==> src/rtl/slew_pkg.sv <==
// -----------------------------------------------------------------------------
// slew_pkg
// Shared definitions for the time-multiplexed slew-rate limiter:
//   - sweep_state_e : sweep sequencer states (idle / sweeping)
//   - dir_e         : encoding of the diff direction bit
//   - ch_lo()       : low bit offset of a channel slice in a packed bus
//   - idx_width()   : width of a channel index for a given channel count
// -----------------------------------------------------------------------------
package slew_pkg;

    typedef enum logic [0:0] {
        ST_IDLE  = 1'b0,
        ST_SWEEP = 1'b1
    } sweep_state_e;

    // The sign bit of the set-minus-current difference selects the direction:
    // a clear sign bit means the set point lies above the current value.
    typedef enum logic [0:0] {
        DIR_UP   = 1'b0,
        DIR_DOWN = 1'b1
    } dir_e;

    // Low bit of channel ch in a bus packing channels of the given width.
    function automatic int unsigned ch_lo(input int unsigned ch, input int unsigned width);
        return ch * width;
    endfunction

    // Channel index width; a single-channel array still needs one index bit.
    function automatic int unsigned idx_width(input int unsigned n);
        return (n > 32'd1) ? $clog2(n) : 32'd1;
    endfunction

endpackage

==> src/rtl/slew_step.sv <==
// -----------------------------------------------------------------------------
// slew_step
// Combinational per-slot update of one channel: moves the current value
// towards the set point by at most `step`, without overshoot.
// Ports:
//   current  in  dw     value held in the output register for this channel
//   set      in  dw     sampled set point
//   step     in  sw     unsigned maximum move per tick
//   enable   in  1      0 = bypass, result is the set point
//   wrap     in  1      1 = modular (phase) arithmetic on dw bits
//   diff     in  dw+1   set - current, computed in the selecting stage
//   next_val out dw     updated channel value
//   motion   out 1      updated value still differs from the set point
// -----------------------------------------------------------------------------
module slew_step
    import slew_pkg::*;
#(
    parameter int dw = 16,
    parameter int sw = 8
) (
    input  logic [dw-1:0] current,
    input  logic [dw-1:0] set,
    input  logic [sw-1:0] step,
    input  logic          enable,
    input  logic          wrap,
    input  logic [dw:0]   diff,
    output logic [dw-1:0] next_val,
    output logic          motion
);

    dir_e        dir_s;
    logic [dw:0] mag_s;
    logic [dw:0] step_ext_s;

    // Direction and magnitude of the distance to the set point.
    // In wrap mode the diff is taken mod 2^dw, so its top bit is the sign and
    // the half-range tie (-2^(dw-1)) is treated as a downward move.
    always_comb begin
        step_ext_s = (dw+1)'(step);
        dir_s      = DIR_UP;
        mag_s      = '0;
        if (wrap) begin
            dir_s = dir_e'(diff[dw-1]);
            if (dir_s == DIR_DOWN) begin
                mag_s = {1'b0, (~diff[dw-1:0]) + dw'(1)};
            end else begin
                mag_s = {1'b0, diff[dw-1:0]};
            end
        end else begin
            dir_s = dir_e'(diff[dw]);
            if (dir_s == DIR_DOWN) begin
                mag_s = (~diff) + (dw+1)'(1);
            end else begin
                mag_s = diff;
            end
        end
    end

    // New value: snap to the set point when within one step, otherwise move by
    // exactly one step. A non-wrap channel cannot leave [0, 2^dw-1] because it
    // only moves by step when the set point is more than a step away.
    always_comb begin
        next_val = set;
        if (!enable) begin
            next_val = set;
        end else if (mag_s <= step_ext_s) begin
            next_val = set;
        end else if (dir_s == DIR_DOWN) begin
            next_val = current - dw'(step);
        end else begin
            next_val = current + dw'(step);
        end
        motion = (next_val != set);
    end

endmodule

==> src/rtl/slew_array.sv <==
// -----------------------------------------------------------------------------
// slew_array
// Multi-channel slew-rate limiter with one shared arithmetic path. A tick in
// idle starts a sweep that visits channels 0..nch-1, one per cycle. In a
// channel's selection cycle its inputs are sampled, the diff is formed, and
// slew_step produces the value that is written into the output register file
// at the end of that cycle. Busy stays high one extra cycle so that it covers
// the cycle in which the last channel's new value first becomes visible.
// Ports:
//   clk      in  1        system clock
//   rst      in  1        synchronous active-high reset
//   in_set   in  nch*dw   set points, channel k at [k*dw +: dw]
//   step     in  nch*sw   max step per tick, channel k at [k*sw +: sw]
//   enable   in  nch      0 = channel bypass
//   wrap     in  nch      1 = modular (phase) arithmetic
//   tick     in  1        start one sweep
//   out_val  out nch*dw   current outputs
//   motion   out nch      channel has not reached its set point
//   busy     out 1        sweep in progress
//   overrun  out 1        sticky: tick seen while busy
// -----------------------------------------------------------------------------
module slew_array
    import slew_pkg::*;
#(
    parameter int dw  = 16,
    parameter int nch = 4,
    parameter int sw  = 8
) (
    input  logic              clk,
    input  logic              rst,
    input  logic [nch*dw-1:0] in_set,
    input  logic [nch*sw-1:0] step,
    input  logic [nch-1:0]    enable,
    input  logic [nch-1:0]    wrap,
    input  logic              tick,
    output logic [nch*dw-1:0] out_val,
    output logic [nch-1:0]    motion,
    output logic              busy,
    output logic              overrun
);

    localparam int unsigned IW = idx_width(nch);
    localparam logic [IW-1:0] LAST_IDX = IW'(nch - 1);

    sweep_state_e  state_r;
    logic [IW-1:0] idx_r;
    logic          busy_r;
    logic          drain_r;
    logic          overrun_r;
    logic [dw-1:0] out_r [nch];
    logic [nch-1:0] motion_r;

    logic [dw-1:0] a_cur_s;
    logic [dw-1:0] a_set_s;
    logic [sw-1:0] a_step_s;
    logic          a_en_s;
    logic          a_wrap_s;
    logic [dw:0]   a_diff_s;
    logic [dw-1:0] next_s;
    logic          motion_s;

    // Selection stage: pick the channel under the sweep index and form the
    // dw+1-bit difference so the non-wrap sign is never lost.
    always_comb begin
        a_cur_s  = out_r[idx_r];
        a_set_s  = in_set[ch_lo(32'(idx_r), 32'(dw)) +: dw];
        a_step_s = step[ch_lo(32'(idx_r), 32'(sw)) +: sw];
        a_en_s   = enable[idx_r];
        a_wrap_s = wrap[idx_r];
        a_diff_s = {1'b0, a_set_s} - {1'b0, a_cur_s};
    end

    slew_step #(
        .dw (dw),
        .sw (sw)
    ) u_step (
        .current  (a_cur_s),
        .set      (a_set_s),
        .step     (a_step_s),
        .enable   (a_en_s),
        .wrap     (a_wrap_s),
        .diff     (a_diff_s),
        .next_val (next_s),
        .motion   (motion_s)
    );

    // Sweep sequencer: accepts a tick only when fully idle, walks the channel
    // index, then holds busy for one drain cycle after the last channel.
    always_ff @(posedge clk) begin
        if (rst) begin
            state_r <= ST_IDLE;
            idx_r   <= '0;
            busy_r  <= 1'b0;
            drain_r <= 1'b0;
        end else begin
            case (state_r)
                ST_IDLE: begin
                    drain_r <= 1'b0;
                    if (drain_r) begin
                        busy_r <= 1'b0;
                    end else if (tick && !busy_r) begin
                        state_r <= ST_SWEEP;
                        idx_r   <= '0;
                        busy_r  <= 1'b1;
                    end else begin
                        busy_r <= busy_r;
                    end
                end
                ST_SWEEP: begin
                    if (idx_r == LAST_IDX) begin
                        state_r <= ST_IDLE;
                        idx_r   <= '0;
                        drain_r <= 1'b1;
                    end else begin
                        idx_r <= idx_r + IW'(1);
                    end
                end
                default: begin
                    state_r <= ST_IDLE;
                    idx_r   <= '0;
                    busy_r  <= 1'b0;
                    drain_r <= 1'b0;
                end
            endcase
        end
    end

    // Sticky overrun flag: a tick that lands while busy is dropped and noted.
    always_ff @(posedge clk) begin
        if (rst) begin
            overrun_r <= 1'b0;
        end else if (tick && busy_r) begin
            overrun_r <= 1'b1;
        end else begin
            overrun_r <= overrun_r;
        end
    end

    // Output register file: the selected channel is rewritten once per sweep;
    // all other channels hold.
    always_ff @(posedge clk) begin
        if (rst) begin
            for (int i = 0; i < nch; i++) begin
                out_r[i] <= '0;
            end
            motion_r <= '0;
        end else if (state_r == ST_SWEEP) begin
            out_r[idx_r]    <= next_s;
            motion_r[idx_r] <= motion_s;
        end else begin
            motion_r <= motion_r;
        end
    end

    for (genvar g = 0; g < nch; g++) begin : g_pack
        assign out_val[g*dw +: dw] = out_r[g];
    end

    assign motion  = motion_r;
    assign busy    = busy_r;
    assign overrun = overrun_r;

endmodule

==> config.mk <==
export PLATFORM = sky130hd
export DESIGN_NAME = slew_array
export DESIGN_NICKNAME = d
export VERILOG_FILES = /design/src/rtl/slew_pkg.sv /design/src/rtl/slew_step.sv /design/src/rtl/slew_array.sv
export SDC_FILE = /design/constraint.sdc
export NUM_CORES = 1
export LEC_CHECK = 0
export CORE_MARGIN = 10
export CORE_UTILIZATION = 45
export CTS_CLUSTER_SIZE = 20
export DETAILED_ROUTE_END_ITERATION = 8
export PLACE_DENSITY_LB_ADDON = 0.3
export SETUP_SLACK_MARGIN = 0.15
export SYNTH_ARGS = -nofsm -noshare
export SYNTH_HDL_FRONTEND = slang
export SYNTH_HIERARCHICAL = 1
export SYNTH_SLANG_ARGS = --single-unit
==> constraint.sdc <==
create_clock -name clk -period 19.7 [get_ports clk]
set_clock_uncertainty 0.05 [all_clocks]
set_input_delay 3.94 -clock clk [delete_from_list [all_inputs] [get_ports clk]]
set_output_delay 3.94 -clock clk [all_outputs]
set_load 0.05 [all_outputs]
Yosys cells after proc, flatten, opt, wreduce, memory -nomap -nowiden
Memories as Yosys holds them, arrays and structs flattened. A register that Yosys moved wholly into a read port is not among the register bits.
Cells that the tools add are included.
- register bits: 10
- RAM bits: 64
- input bits: 107
- output and inout bits: 70
- word-level logic and storage cells: 70
- memories: 1
- memories (name ; words ; bits a word ; read ports ; clocked after Yosys merged registers in ; write ports ; line ; text):
    out_r ; 4 ; 16 ; 5 ; 1 ; 4 ; slew_array.sv:50 ; logic [dw-1:0] out_r [nch];
- add/sub/neg operators: 6
- $lt $le $gt $ge: 3
- equality and inequality tests: 5
- shifts and indexed selects: 2
- multiplexer cells: 36
- bitwise gates (word level): 3
- reduce and logical (&&, ||, !) cells: 8
- operators with widths (cell ; number):
    2-to-1 mux 16 bit ; 5
    variable part select 64 x 7 -> 16 bit ; 1
    2-to-1 mux 17 bit ; 2
    variable part select 32 x 6 -> 8 bit ; 1
    adder 17 x 1 -> 17 bit (second input constant) ; 1
    less-or-equal comparator 17 x 8 -> 1 bit ; 1
    inverter 17 bit ; 1
    subtractor 16 x 16 -> 17 bit ; 1
    adder 16 x 1 -> 16 bit (second input constant) ; 1
    adder 16 x 8 -> 16 bit ; 1
    2-to-1 mux 1 bit ; 16
    inequality test 16 bit ; 1
    inverter 16 bit ; 1
    OR reduction 16 bit ; 1
    subtractor 16 x 8 -> 16 bit ; 1
    2-to-1 mux 2 bit ; 6
    binary-select mux 1 bit (select 2 bit) ; 2
    bitwise mux 4 bit ; 1
    inequality test 2 bit (second input constant) ; 2
    case mux 1 bit (2 select lines) ; 2
    case mux 2 bit (2 select lines) ; 1
    AND reduction 2 bit ; 2
    logical AND 1 bit ; 3
    < comparator 2 x 3 -> 1 bit (second input constant) ; 1
    8 further kinds ; 8

Longest topological paths before layout
- word-level depth: 11
- gate-level depth with buffers: 29
- gate-level depth less buffers: 26

By module
The synthesis kept the hierarchy.
- by module, submodules not included (module ; times used ; cells an instance ; area an instance (µm²) ; sequential area each (µm²)):
    slew_array ; 1 ; 358 ; 4657.0 ; 2162.1
    slew_step ; 1 ; 386 ; 2620.0 ; 0.0

Worst setup path after synthesis
No wires, ideal clock.
- kind: input port to flip-flop
- start: input in_set[16]
- end: register motion_r[0] (netlist: motion[0])
- arrival: 9181 ps
- required time: 19519 ps
- slack: 10338 ps
- cell stages on the path: 26
- path buffers: 2
- cells stage by stage: mux4_2 inv_1 ha_1 fa_1 and2b_1 o2111ai_2 a21boi_2 a41oi_4 nor2_2 a311oi_2 nor2b_1 a21oi_1 clkbuf_1 o21ai_0 ha_1 clkbuf_1 a21o_1 a211oi_1 o31ai_1 a31oi_1 o22ai_1 or4_1 nor4_1 nor2_1 nand3_1 a21oi_1
- cells in the longest elaborated chain, start to end: 11
- ends and longest elaborated chain (item ; line ; text):
    start, declared ; slew_array.sv:31 ; input logic [nch*dw-1:0] in_set,
    variable part select 64 x 7 -> 16 bit * ; slew_array.sv:66 ; a_set_s = in_set[ch_lo(32'(idx_r), 32'(dw)) +: dw];
    subtractor 16 x 16 -> 17 bit * ; slew_array.sv:70 ; a_diff_s = {1'b0, a_set_s} - {1'b0, a_cur_s};
    via a_diff_s[16] ; slew_array.sv:58 ; logic [dw:0] a_diff_s;
    inverter 17 bit ; slew_step.sv:52 ; mag_s = (~diff) + (dw+1)'(1);
    adder 17 x 1 -> 17 bit ; slew_step.sv:52 ;
    2-to-1 mux 17 bit ; slew_step.sv:51 ; if (dir_s == DIR_DOWN) begin
    2-to-1 mux 17 bit ; slew_step.sv:42 ; if (wrap) begin
    less-or-equal comparator 17 x 8 -> 1 bit ; slew_step.sv:66 ; end else if (mag_s <= step_ext_s) begin
    2-to-1 mux 16 bit * ; slew_step.sv:66 ;
    2-to-1 mux 16 bit * ; slew_step.sv:64 ; if (!enable) begin
    inequality test 16 bit * ; slew_step.sv:73 ; motion = (next_val != set);
    via motion_s ; slew_array.sv:60 ; logic motion_s;
    bitwise mux 4 bit * ; slew_array.sv:149 ; motion_r[idx_r] <= motion_s;
    end signal, assigned by index ; slew_array.sv:149 ;
    end signal, assigned ; slew_array.sv:151 ; motion_r <= motion_r;
    end, declared ; slew_array.sv:51 ; logic [nch-1:0] motion_r;
Mark *: on every way through the listed nets, which the timed path passes. The rest lies on a longest branch.
A chain may end at the register's enable or synchronous reset.

Final worst setup path
- start: input in_set[48]
- end: register motion_r[2] (netlist: motion[2])
- cells in the longest elaborated chain, start to end: 11
- ends and longest elaborated chain (item ; line ; text):
    variable part select 64 x 7 -> 16 bit * ; slew_array.sv:66 ;
    via a_set_s[0] ; slew_array.sv:54 ; logic [dw-1:0] a_set_s;
    subtractor 16 x 16 -> 17 bit * ; slew_array.sv:70 ;
    via a_diff_s[16] ; slew_array.sv:58 ;
    inverter 17 bit ; slew_step.sv:52 ;
    adder 17 x 1 -> 17 bit ; slew_step.sv:52 ;
    2-to-1 mux 17 bit ; slew_step.sv:51 ;
    2-to-1 mux 17 bit ; slew_step.sv:42 ;
    less-or-equal comparator 17 x 8 -> 1 bit ; slew_step.sv:66 ;
    2-to-1 mux 16 bit * ; slew_step.sv:66 ;
    2-to-1 mux 16 bit * ; slew_step.sv:64 ;
    inequality test 16 bit * ; slew_step.sv:73 ;
    via motion_s ; slew_array.sv:60 ;
    bitwise mux 4 bit * ; slew_array.sv:149 ;
Marked as above.

==> flow_summary.ini <==
[global_routing]
grt_antenna_before_repair = 1
grt_pass1_wl_um = 37650
use_met2 = 0.3715
gr-total-overflow = 0
grt_max_degree = 34
first_global_vias = 6705
grt.total_usage = 0.2190
grtUsageMet3 = 0.06143
busiest_layer = met2
met1_usage = 0.2692

[placement]
gp_congestion = 0.9416
portBuffers = 176
pre_cts_ws_ns = 8.940
dp_hpwl_um = 19380
placedInstanceArea_um2 = 9214

[yosys]
synth.area.top_cells = edfxtp_1, mux4_2, ha_1
syn_area_per_cell_um2 = 9.781
synth_top_flop_cell = edfxtp_1
ys_types = 78
yosys.area.top_type = edfxtp_1
ys_async_sr_fraction = 0
synth_nets = 900
yosysWarnings = 6
synth_cells = 744
ys_ff_latch = 76
netlist_area_um2 = 7277
synth_top_area_frac = 0.2641
synth-edff-count = 64
ys_seq_area_frac = 0.2971

[timing]
hold_violations = 0
holdWs_ns = 0.4066
post-route-min-period_ns = 10.56
tns_ns = 0
rsz0062_at_grt = no
layout_setup_ws_ns = 9.137
setup_viol = 0
maxSlewHeadroom = 0.2159
max_freq_mhz = 94.67
min_period_over_period = 0.5362
finalMaxSlewViolations = 0
worst_pin_slew_ns = 1.172

[layout]
seq_area_um2 = 2165
drive_gt1_frac = 0.1069
fin_area_um2 = 9508
num_antenna_cells = 0
fillers = 1384
area_growth_pct = 30.66
final_nets = 1058
mostFrequentLayoutCells = clkdlybuf4s50_1, and2_1, edfxtp_1
multiInputGateArea_um2 = 4770
final_common_cell = clkdlybuf4s50_1

[clocking]
post-cts-setup-buffers = 0
cts_tree = yes
clkTransAtPathRegs_ns = 0.06
clockBufferDepth = 2
cts_hold_buf = 0
cts-buffers-inserted = 9
clk_latency_ns = 0.34
root_buffer = clkbuf_16
cts_sinks = 76
cts.htree.levels = 3
cts_resized = 0

[run_status]
status = complete, no violations

[die]
die_w_um = 147.2
start_util = 0.4581
pin_count = 177
die_h_um = 147.2
row_count = 46
die-area_um2 = 21660
core-area_um2 = 15890

[worst_setup_path]
cp.required_ns = 19.84
crit_path_start_kind = input pin
path_class = input pin to register
worstSetupEndpointType = register
arrival_ns = 10.70
cp_max_fo = 16

[drt]
dr.pass1.iters = 7
wl_per_cell_um = 21.63
vias = 6613
drc_errors = 0
viasPerCell = 5.889
wl_um = 24290
drtIter0Drc = 462
antenna_left = 0

[power]
total_leakage_power_nw = 3.553
combPwrFrac = 0.649
p_int_uw = 554.2
switching_share = 0.4589
p_per_area_nw_per_um2 = 107.7
seqPwrFrac = 0.193
irDropWorstVdd_mv = 0.07023
power_frac_clock = 0.158
p_switching_uw = 470.0

[run]
drv_cap = 0

[min_path]
min_path_type = register to register
## through the flow
stage | utilization | total power [mW] | cells
final | 0.5985 | 1.024 | 1123
after global routing | 0.5985 | 1.094 | 1123
after CTS | 0.5985 | 1.019 | 1123
after detailed placement | 0.5800 | 0.8528 | 1107
after global placement | 0.5800 | 0.8508 | 1107
after floorplan | - | 0.6832 | 744
## worst max-delay path: stages
cell and delay (ns):
clkdlybuf4s50_1 0.40, mux4_2 0.51, inv_1 0.08, ha_1 0.18, fa_1 0.21, and2b_1 0.21, o2111ai_2 0.22, a21boi_2 0.13
a41oi_4 0.33, nor2_2 0.06, a311oi_2 0.37, nor2b_1 0.23, a21oi_1 0.07, buf_4 0.22, o21ai_0 0.11, xnor2_1 0.13
ha_1 0.43, clkinv_1 0.32, a22oi_1 0.43, o211ai_1 0.18, a211oi_1 0.50, nor4_1 0.11, or4_1 0.54, nor4_1 0.44
nor2_1 0.18, nand3_1 0.11, a21oi_1 0.07
## per-layer routing
layer / vias up / routed length (um) / share of wire
li1: 3108 / - / -
met1: 3209 / 9732 / 0.40
met2: 260 / 11950 / 0.49
met3: 34 / 2167 / 0.089
met4: 2 / 421 / 0.017
met5: - / 17 / 0.00070
## cell families (layout without fill, tap and decap cells)
family	Yosys count	in the layout	share of synthesized area
buffers and inverters	87	250	0.04746
and+or+nand+nor	255	255	0.1917
adders and majority gates	50	50	0.08769
AOI/OAI and AO/OA	170	170	0.1615
muxes	62	62	0.1616
xor gates and xnor gates	44	44	0.05296
DFF	76	76	0.2971
## registers in the layout, summed over array words and instances (netlist names), named ones only
signal	cells
state_r	1
overrun	1
drain_r	1
motion	4
idx_r	2
busy	1
out_r	64
## cell type report
type,instances,share of cell area
timing repair buffer,184,0.1916
tap,216,0.02842
sequential,76,0.2277
clock inverter,5,0.005395
multi-input combinational,581,0.5016
clock buffer,11,0.02553
inverter,50,0.01974
## Yosys cell counts, types with 11 or more instances
master / instances
a21o_1: 11
a21oi_1: 44
and2_1: 68
clkbuf_1: 24
dfxtp_1: 12
edfxtp_1: 64
ha_1: 47
inv_1: 49
mux4_2: 42
nand2_1: 39
nand3_1: 14
nand4_1: 12
nor2_1: 49
nor3_1: 16
o21ai_0: 33
xnor2_1: 27
xor2_1: 17
## final timing paths
path / startpoint / end / slack (ns) / cells past startpoint
worst max register to register: idx_r[0]$_SDFFE_PP0P_ / motion[2]$_SDFFE_PP0P_ / 12.02 / 24
worst max-delay path: in_set[48] / motion[2]$_SDFFE_PP0P_ / 9.14 / 27
worst min-delay path: motion[1]$_SDFFE_PP0P_ / motion[1]$_SDFFE_PP0P_ / 0.41 / 2
worst min register to register: motion[1]$_SDFFE_PP0P_ / motion[1]$_SDFFE_PP0P_ / 0.41 / 2
## power by group through the flow
| stage | clock [mW] | sequential [mW] | combinational, mW |
|---|---|---|---|
| 2_1_floorplan | 0 | 0.233 | 0.451 |
| 3_3_place_gp | 0 | 0.200 | 0.650 |
| 4_1_cts | 0.165 | 0.197 | 0.657 |
| 3_5_place_dp | 0 | 0.201 | 0.652 |
| 6_report | 0.162 | 0.197 | 0.665 |
| 5_1_grt | 0.171 | 0.199 | 0.724 |
(Power assumes the default switching activity.)
